==> src/rtl/g9_led_display.sv <==
// g9_led_display: samples the processor's led_output word, flags changes, and
// scans it as eight hex digits onto a common-anode seven-segment display.
module g9_led_display #(
    parameter int unsigned SCAN_DIV = 50000
) (
    input  logic        clk,
    input  logic        reset,
    input  logic [31:0] led_output,
    input  logic        freeze,
    input  logic        blank_lz,
    output logic [6:0]  seg,
    output logic [7:0]  an,
    output logic        dp,
    output logic        changed
);

    localparam int PW = (SCAN_DIV > 1) ? $clog2(SCAN_DIV) : 1;
    localparam logic [PW-1:0] PCNT_LAST = PW'(SCAN_DIV - 1);

    logic [31:0]   shadow;
    logic [PW-1:0] pcnt;
    logic [2:0]    dig;
    logic          tick;
    logic [31:0]   upper;
    logic [3:0]    nib;
    logic          blank;
    logic [6:0]    glyph;

    // Active-low {g,f,e,d,c,b,a} pattern for one hex nibble.
    function automatic logic [6:0] hex7(input logic [3:0] v);
        logic [6:0] r;
        case (v)
            4'h0: r = 7'h40;
            4'h1: r = 7'h79;
            4'h2: r = 7'h24;
            4'h3: r = 7'h30;
            4'h4: r = 7'h19;
            4'h5: r = 7'h12;
            4'h6: r = 7'h02;
            4'h7: r = 7'h78;
            4'h8: r = 7'h00;
            4'h9: r = 7'h10;
            4'hA: r = 7'h08;
            4'hB: r = 7'h03;
            4'hC: r = 7'h46;
            4'hD: r = 7'h21;
            4'hE: r = 7'h06;
            default: r = 7'h0E;
        endcase
        return r;
    endfunction

    assign tick = (pcnt == PCNT_LAST);

    // Capture the published word unless frozen; flag loads that alter the value.
    always_ff @(posedge clk or negedge reset) begin
        if (!reset) begin
            shadow  <= 32'h0;
            changed <= 1'b0;
        end else if (!freeze) begin
            changed <= (led_output != shadow);
            shadow  <= led_output;
        end else begin
            changed <= 1'b0;
        end
    end

    // Dwell prescaler and digit index; both wrap on the same tick edge.
    always_ff @(posedge clk or negedge reset) begin
        if (!reset) begin
            pcnt <= '0;
            dig  <= 3'd0;
        end else if (tick) begin
            pcnt <= '0;
            dig  <= dig + 3'd1;
        end else begin
            pcnt <= pcnt + 1'b1;
        end
    end

    // Select the active nibble and decide whether it is a leading zero.
    always_comb begin
        upper = shadow >> {dig, 2'b00};
        nib   = upper[3:0];
        blank = blank_lz && (dig != 3'd0) && (upper == 32'h0);
        glyph = blank ? 7'h7F : hex7(nib);
    end

    // Register the pin drivers so nothing reaches the pads combinationally.
    always_ff @(posedge clk or negedge reset) begin
        if (!reset) begin
            seg <= 7'h7F;
            an  <= 8'hFF;
            dp  <= 1'b1;
        end else begin
            seg <= glyph;
            an  <= ~(8'b1 << dig);
            dp  <= ~(freeze && (dig == 3'd0));
        end
    end

endmodule

==> config.mk <==
export PLATFORM = sky130hd
export DESIGN_NAME = g9_led_display
export DESIGN_NICKNAME = d
export VERILOG_FILES = /design/src/rtl/g9_led_display.sv
export SDC_FILE = /design/constraint.sdc
export NUM_CORES = 1
export LEC_CHECK = 0
export BUFFER_PORTS_ARGS = -buffer_cell sky130_fd_sc_hd__buf_2
export CORE_UTILIZATION = 57
export DETAILED_ROUTE_END_ITERATION = 6
export PLACE_DENSITY_LB_ADDON = 0.12
export RECOVER_POWER = 100
export REMOVE_ABC_BUFFERS = 1
export SYNTH_ARGS = -nofsm -noshare
export SYNTH_HDL_FRONTEND = slang
export SYNTH_SLANG_ARGS = --single-unit
==> constraint.sdc <==
create_clock -name clk -period 2.5 [get_ports clk]
set_clock_uncertainty 0.15 [all_clocks]
set_input_delay 0.375 -clock clk [delete_from_list [all_inputs] [get_ports clk]]
set_output_delay 0.375 -clock clk [all_outputs]
set_load 0.1 [all_outputs]
# Word-level counts from Yosys, hierarchy flattened

Memory sizes are Yosys's and may differ from the RTL's.
Cells that the tools add are included.

Memories: 1
Output and inout port bits: 17
Bits in registers: 68
Bits in read-only memories: 112

Bitwise operators: 2
Muxes and demuxes: 3
Add/sub/neg operators: 2
Reductions and logical operators: 6
Equality and inequality tests: 2
Shift-type cells: 2

Memory list:

| name             | depth | width | rd ports | clocked after memory_dff | write ports | RTL line | RTL |
|---|---|---|---|---|---|---|---|
| (name not given) | 16    | 7     | 1        | 0                        | 0           | 32       | `case (v)` |

Operator list:

| kind                    | number |
|---|---|
| $logic_not A32 Y1       | 1 |
| $ne A32 B32 Y1          | 1 |
| $shr A32 B5 Y32         | 1 |
| $add A16 B1 Y16 const B | 1 |
| $eq A16 B16 Y1 const B  | 1 |
| $mux W16                | 1 |
| $not A8 Y8              | 1 |
| $shl A1 B3 Y8 const A   | 1 |
| $mux W7                 | 1 |
| $add A3 B1 Y3 const B   | 1 |
| $logic_and A1 B1 Y1     | 3 |
| $logic_not A3 Y1        | 1 |
| $reduce_bool A3 Y1      | 1 |
| $mux W1                 | 1 |
| $not A1 Y1              | 1 |

# Longest topological paths before layout

Gate-level depths: netlist of the first run.

Depth after elaboration: 4
Gate-level depth with buffers: 10
Mapped depth without buffers: 8

# Worst setup path after synthesis of the first run

Ideal clock, no wire load.

Path kind: reg-to-reg
Start: register dig[0]
End: register seg[4]
Data required time: 2265 ps
Path slack: 194 ps
Buffers on the path: 0
Data arrival time: 2071 ps
Library setup time: 85 ps
Stages on the path, launching flop included: 8
Cells stage by stage: dfrtp_1 -> mux4_1 -> nand2_1 -> and2_1 -> ha_1 -> o2111a_1 -> o2111ai_4 -> o221ai_1

Cells in the longest elaborated chain, start to end: 4

RTL lines:

| element                                                | RTL line | RTL |
|---|---|---|
| start, declared                                        | 22       | `logic [2:0] dig;` |
| start signal, assigned                                 | 75       | `dig <= dig + 3'd1;` |
| branches (longest 3 deep; another with $mem_v2 Z16 W7) | -        |  |
| $mux W7 *                                              | 86       | `glyph = blank ? 7'h7F : hex7(nib);` |
| via glyph[4]                                           | 27       | `logic [6:0] glyph;` |
| end signal, assigned                                   | 96       | `seg <= glyph;` |
| end, declared                                          | 11       | `output logic [6:0] seg,` |

Mark *: on every way through the listed nets, which the timed path passes.
A chain may end at the register's enable or synchronous reset.

# Worst setup path after layout of the first run

Start: register dig[1]
End: register seg[4]

The elaborated chain is that of the path after synthesis.

==> reports/metrics.yaml, run 1 <==
synthesis:
  synth_top_area_cell: "dfrtp_1"
  netlist_top_cells_area: "dfrtp_1 (35%), dfstp_2 (11%), mux2_2 (9.6%)"
  synth_edf_count: 0
  synth_warnings: 0
  yosysMostFrequentCell: "dfrtp_1"
  yosysTopAreaCellShare_pct: 34.7
  synth_cell_types: 49
  syn_inst: 311
  syn-cell-area_um2: 3750
  seq_area_frac_synth_pct: 45.9
  synth-seq-cells: 68
  ys.flop_type: "dfrtp_1"
  synthTopCellsByCount: "dfrtp_1 (52), xnor2_1 (38), mux2_2 (32), nor2_1 (21), nand2_1 (18)"
  async_reset_ff_share_pct: 100
  syn_area_per_cell_um2: 12.1
timing:
  slew_headroom_pct: -25.5
  fmax_mhz: 427
  rsz0062_at_grt: "false"
  min_period_over_period_pct: 93.7
  setup_tns_ps: 0
  slew_viol_final: 35
  setup_viol: 0
  period_minus_slack_ps: 2340
  final-hold-violation-count: 0
  max_slew.worst_pin.slew_ps: 1880
clock_tree:
  clock_latency_ps: 350
  htree_levels: 3
  clk_pin_slew_ps: 70
  cts_sinks: 68
  clock_path_buffers: 2
  numCtsBuffers: 9
  cts-root-buf: "clkbuf_8"
  cts_tree: "built"
drt:
  wl_per_cell_um: 16.3
  ant_nets: 0
  drt_iter0_drc: 121
  first_pass_iters: 4
  drc_errors: 0
  routed_wl_mm: 7.47
  via_per_inst: 5.71
  vias: 2616
flow_run:
  max-cap-violations: 1
worst_setup_path:
  cp.required_ps: 2600
  max_stage_delay_ps: 530
  worst_r2r_path_depth: 5
  worstSetupEndpointType: "flop"
  r2r_slack_ps: 160
  slowest_stage: "mux4_2"
  crit_buf_inv: 1
  cp-start-kind: "flop"
  crit_arrival_ps: 2440
  crit_chain: "buf_4, mux4_2, mux2i_4, o2111ai_4, o221ai_1"
  worst-path-max-fanout: 12
  path_class: "reg2reg"
  cp_num_cells: 5
  r2r-end: "seg[4]"
  rr_startpoint: "dig[1]"
  critical_path.top_delay_family: "multiplexers"
global_routing:
  antenna_found_initial: 0
  grt_overflow: 0
  grt_pass1_vias: 2618
  track_usage_pct: 24.2
  grt_first_pass_wirelength_mm: 13.0
  grt_max_degree: 69
layout:
  drive_gt1_share_pct: 32.3
  area_growth_pct: 14.8
  final_nets: 425
  fillers: 501
  multi_input_area_um2: 1910
  num_antenna_cells: 0
  seq_area_um2: 1720
floorplan:
  die_area_um2: 6910
  ios: 53
  core_area_um2: 6350
  die-height_um: 83.1
  initial_core_util_pct: 59.1
  die_w_um: 83.1
  rows: 29
hold_path:
  holdCritPathClass: "in2reg"
  hold_path_end: "shadow[21]"
  min_path_cells: 2
  hold_start: "led_output[21]"
placed_design:
  port_buffers: 52
  gp_congestion: 0.953
  detailed_place_hpwl_mm: 5.43
status:
  run_status: "complete, but fails checks"
  violations: "max-capacitance violations, max-slew violations"
pwr:
  powerDensity_nw_per_um2: 635
  peakVddDrop_v: 0.000585
  p_leak_nw: 1.77
  total_power_mw: 2.74
[worst max-delay path by stage]
stage                     startpoint      to
after CTS                     dig[1]  seg[4]
after global routing          dig[0]  seg[4]
final                         dig[1]  seg[4]
after global placement        dig[1]  seg[4]
after floorplan               dig[1]  seg[4]
after detailed placement      dig[1]  seg[4]
[routing by layer]
layer  share of wire [%]  GRT usage, %
met1                  47          33.0
met2                  45          37.0
met3                 4.6          4.97
met4                 3.2          11.9
met5                   0             0
[layout by cell type, fill, tap and decap left out, types with 9 or more instances in the layout]
cell	count
mux2i_1	12
nand3_1	15
dfrtp_1	50
xnor2_1	38
nand2_1	18
mux2_2	32
buf_4	9
clkbuf_1	22
ha_1	13
xor2_1	9
clkbuf_8	11
dfstp_2	16
buf_2	33
nor2_1	21
[kinds of logic after synthesis]
group	after synthesis	synth area share, %
AO/OA/AOI/OAI	24	5.44
XOR/XNOR	47	11.0
adder cells (fa/ha/maj)	13	4.34
buffers and inverters	19	3.03
flip-flops	68	45.9
multiplexers	53	18.3
AND/OR/NAND/NOR	87	12.0
[report_power, final]
part / switching, mW / internal [mW]
combinational: 0.325 / 0.203
clock: 0.417 / 0.516
sequential: 0.0860 / 1.19
[metrics by stage]
step | area, µm² | hold slack [ps] | cells | utilization [%] | setup WS, ps
2_1_floorplan | 3670 | -70.6 | 300 | - | 86.6
3_3_place_gp | 4110 | 271 | 439 | 64.7 | 169
3_5_place_dp | 4110 | 271 | 439 | 64.7 | 78.5
4_1_cts | 4330 | 127 | 456 | 68.1 | 62.2
5_1_grt | 4310 | 124 | 458 | 67.8 | 33.6
6_report | 4310 | 132 | 458 | 67.8 | 159
[registers in the layout, summed over array words and instances, names as in the netlist]
name / count
dig: 3
changed: 1
dp: 1
pcnt: 16
seg: 7
shadow: 32
an: 8
[layout make-up]
class                   instances  area share (%)
repair buffers                 65            7.96
flip-flops and latches         68            40.0
well taps                      77            2.24
inverters                       8           0.697
multi-input cells             224            44.3
clock buffers                  13            3.69
clock inverters                 3            1.05
[worst reg2reg max path: stages (launching register included)]
cell,delay [ps]
dfrtp_2,490
buf_4,170
mux4_2,530
mux2i_4,380
o2111ai_4,250
o221ai_1,270
[repair_timing]
action | 4_1_cts | 5_1_grt
setup endpoints to repair | 0 | 7
endpoints found under the hold margin | 52 | 0
buffers inserted | 0 | 2
hold buffers | 1 | 0
resized for setup | 0 | 2
No activity file was read; power rests on OpenSTA's default activity.
==> inputs of run 2 (changes only) <==
--- a/config.mk
+++ b/config.mk
@@ -8,7 +8,7 @@
 export BUFFER_PORTS_ARGS = -buffer_cell sky130_fd_sc_hd__buf_2
 export CORE_UTILIZATION = 57
 export DETAILED_ROUTE_END_ITERATION = 6
-export PLACE_DENSITY_LB_ADDON = 0.12
+export PLACE_DENSITY = 0.79
 export RECOVER_POWER = 100
 export REMOVE_ABC_BUFFERS = 1
 export SYNTH_ARGS = -nofsm -noshare
==> reports/metrics.yaml, run 2 (synthesized netlist as in run 1, its figures left out) <==
placed_design:
  gp_congestion: 0.946  # -0.79%
  detailed_place_hpwl_mm: 5.60  # +3.1%
  dpl-instance-area_um2: 4100  # -0.24%
  dp_cells: 436  # -0.68%
  port_buffers: 52  # unchanged
clock_tree:
  clock_latency_ps: 350  # about the same
  cts_sinks: 68  # unchanged
  clock_path_buffers: 2  # unchanged
  clk_pin_slew_ps: 80  # about the same
  cts_tree: "built"
  htree_levels: 3  # unchanged
  numCtsBuffers: 9  # unchanged
  cts-root-buf: "clkbuf_8"
timing:
  setup_viol: 0  # unchanged
  min_period_over_period_pct: 94.6  # +0.96 points
  final-hold-violation-count: 0  # unchanged
  fmax_mhz: 423  # -1.0%
  slew_viol_final: 35  # unchanged
  rsz0062_at_grt: "false"
  period_minus_slack_ps: 2370  # +24.0 ps
  holdWs_ps: 127  # -5.14 ps
  setup_tns_ps: 0  # unchanged
  slew_headroom_pct: -23.5  # +2.0 points
  max_slew.worst_pin.slew_ps: 1850  # -29.6 ps
worst_setup_path:
  cp.required_ps: 2610  # about the same
  slowest_stage: "mux4_1"
  crit_chain: "mux4_1, nand2_1, and2_2, ha_2, o2111a_1, o2111ai_2, o221ai_1"
  max_stage_delay_ps: 580  # +50 ps
  cp-start-kind: "flop"
  crit_buf_inv: 0  # -1
  critical_path.top_delay_family: "compound AO/OA/AOI/OAI gates"
  crit_arrival_ps: 2480  # +40 ps
  path_class: "reg2reg"
  worstSetupEndpointType: "flop"
  worst-path-max-fanout: 7  # -5
drt:
  wl_per_cell_um: 17.0  # +4.5%
  drt_iter0_drc: 212  # +75%
  vias: 2642  # +0.99%
  via_per_inst: 5.83  # +2.1%
  first_pass_iters: 4  # unchanged
  drc_errors: 0  # unchanged
  routed_wl_mm: 7.72  # +3.4%
  ant_nets: 0  # unchanged
pwr:
  p_leak_nw: 1.75  # -1.4%
  peakVddDrop_v: 0.000476  # -19%
  powerDensity_nw_per_um2: 617  # -2.9%
  p_int_mw: 1.77  # -7.2%
  seqPwrFrac_pct: 48.8  # +2.2 points
  switching_share_pct: 32.3  # +2.0 points
  p_comb_share_pct: 20.3  # +1.0 points
  power.clock.fraction_pct: 31.0  # -3.1 points
  p_sw_mw: 0.843  # +1.8%
layout:
  num_antenna_cells: 0  # unchanged
  largest_reg_flops: 32  # unchanged
  fin_cells: 453  # -1.1%
  top_regs: "shadow x32, pcnt x16, an x8"
  area_growth_pct: 12.9
  final_nets: 420  # -1.2%
  fin_area_um2: 4240  # -1.6%
  top_register: "shadow"
  drive_gt1_share_pct: 32.2  # -0.10 points
  final_common_cell: "dfrtp_1"
  final_cell_mix: "dfrtp_1 (52), xnor2_1 (38), buf_2 (35)"
flow_run:
  max-cap-violations: 1  # unchanged
floorplan:
  die-height_um: 83.1  # unchanged
  die_w_um: 83.1  # unchanged
  ios: 53  # unchanged
  rows: 29  # unchanged
  die_area_um2: 6910  # unchanged
  initial_core_util_pct: 59.1  # unchanged
  core_area_um2: 6350  # unchanged
global_routing:
  grt_pass1_vias: 2723  # +4.0%
  grt_overflow: 0  # unchanged
  track_usage_pct: 24.5  # +0.28 points
  gr-usage-met3_pct: 4.87  # -0.099 points
  grt_first_pass_wirelength_mm: 13.1  # +1.1%
  antenna_found_initial: 0  # unchanged
  use_met1_pct: 31.5  # -1.6 points
  grt_use_met2_pct: 38.5  # +1.5 points
  grt_max_degree: 69  # unchanged
  busiest_layer: "met2"
status:
  run_status: "complete, but fails checks"
  violations: "max-capacitance violations, max-slew violations"
hold_path:
  holdCritPathClass: "in2reg"
==> run 2: area by class of cell <==
cell class,count,area [µm²]
fill,520,2110
clock inverter,6,38.8
sequential,68,1720
clock buffer,10,138
timing repair buffer,60,310
multi-input combinational,224,1900
inverter,8,30.0
tap,77,96.3
==> run 2: final timing paths <==
kind                               start  slack (ps)  cells after the start          to
setup / recovery                  dig[0]         130                      7      seg[2]
hold / removal             led_output[6]         130                      2   shadow[6]
setup reg to reg                  dig[0]         130                      7      seg[2]
hold reg to reg                  pcnt[2]         340                      1     pcnt[2]
max in group asynchronous          reset         490                      3  shadow[17]
min in group asynchronous          reset         830                      3     pcnt[6]
==> run 2: routing by layer <==
metal  vias to the layer above  share of wire (%)
li1                       1238                  -
met1                      1280                 43
met2                       100                 48
met3                        24                6.0
met4                         0                2.9
met5                         -                  0
==> run 2: repair_timing <==
action / in CTS / in global routing
setup buffers: 0 / 0
endpoints found under the hold margin: 52 / 0
hold buffers: 1 / 0
setup endpoints to repair: 0 / 1
gates resized for setup: 0 / 2
==> run 2: power groups by stage <==
| stage | sequential, mW | clock (mW) | combinational (mW) |
|---|---|---|---|
| after detailed placement | 1.29 | 0 | 0.536 |
| after global routing | 1.28 | 0.876 | 0.566 |
| after CTS | 1.27 | 0.828 | 0.540 |
| final | 1.27 | 0.809 | 0.530 |
| after floorplan | 1.43 | 0 | 0.238 |
| after global placement | 1.29 | 0 | 0.524 |
==> run 2: metrics by stage <==
stage | utilization (%) | power, mW | setup slack, ps
2_1_floorplan | - | 1.67 | 86.6
4_1_cts | 67.5 | 2.64 | 91.5
5_1_grt | 66.7 | 2.72 | 9.99
3_3_place_gp | 64.6 | 1.81 | 215
3_5_place_dp | 64.6 | 1.83 | 97.4
6_report | 66.7 | 2.61 | 135
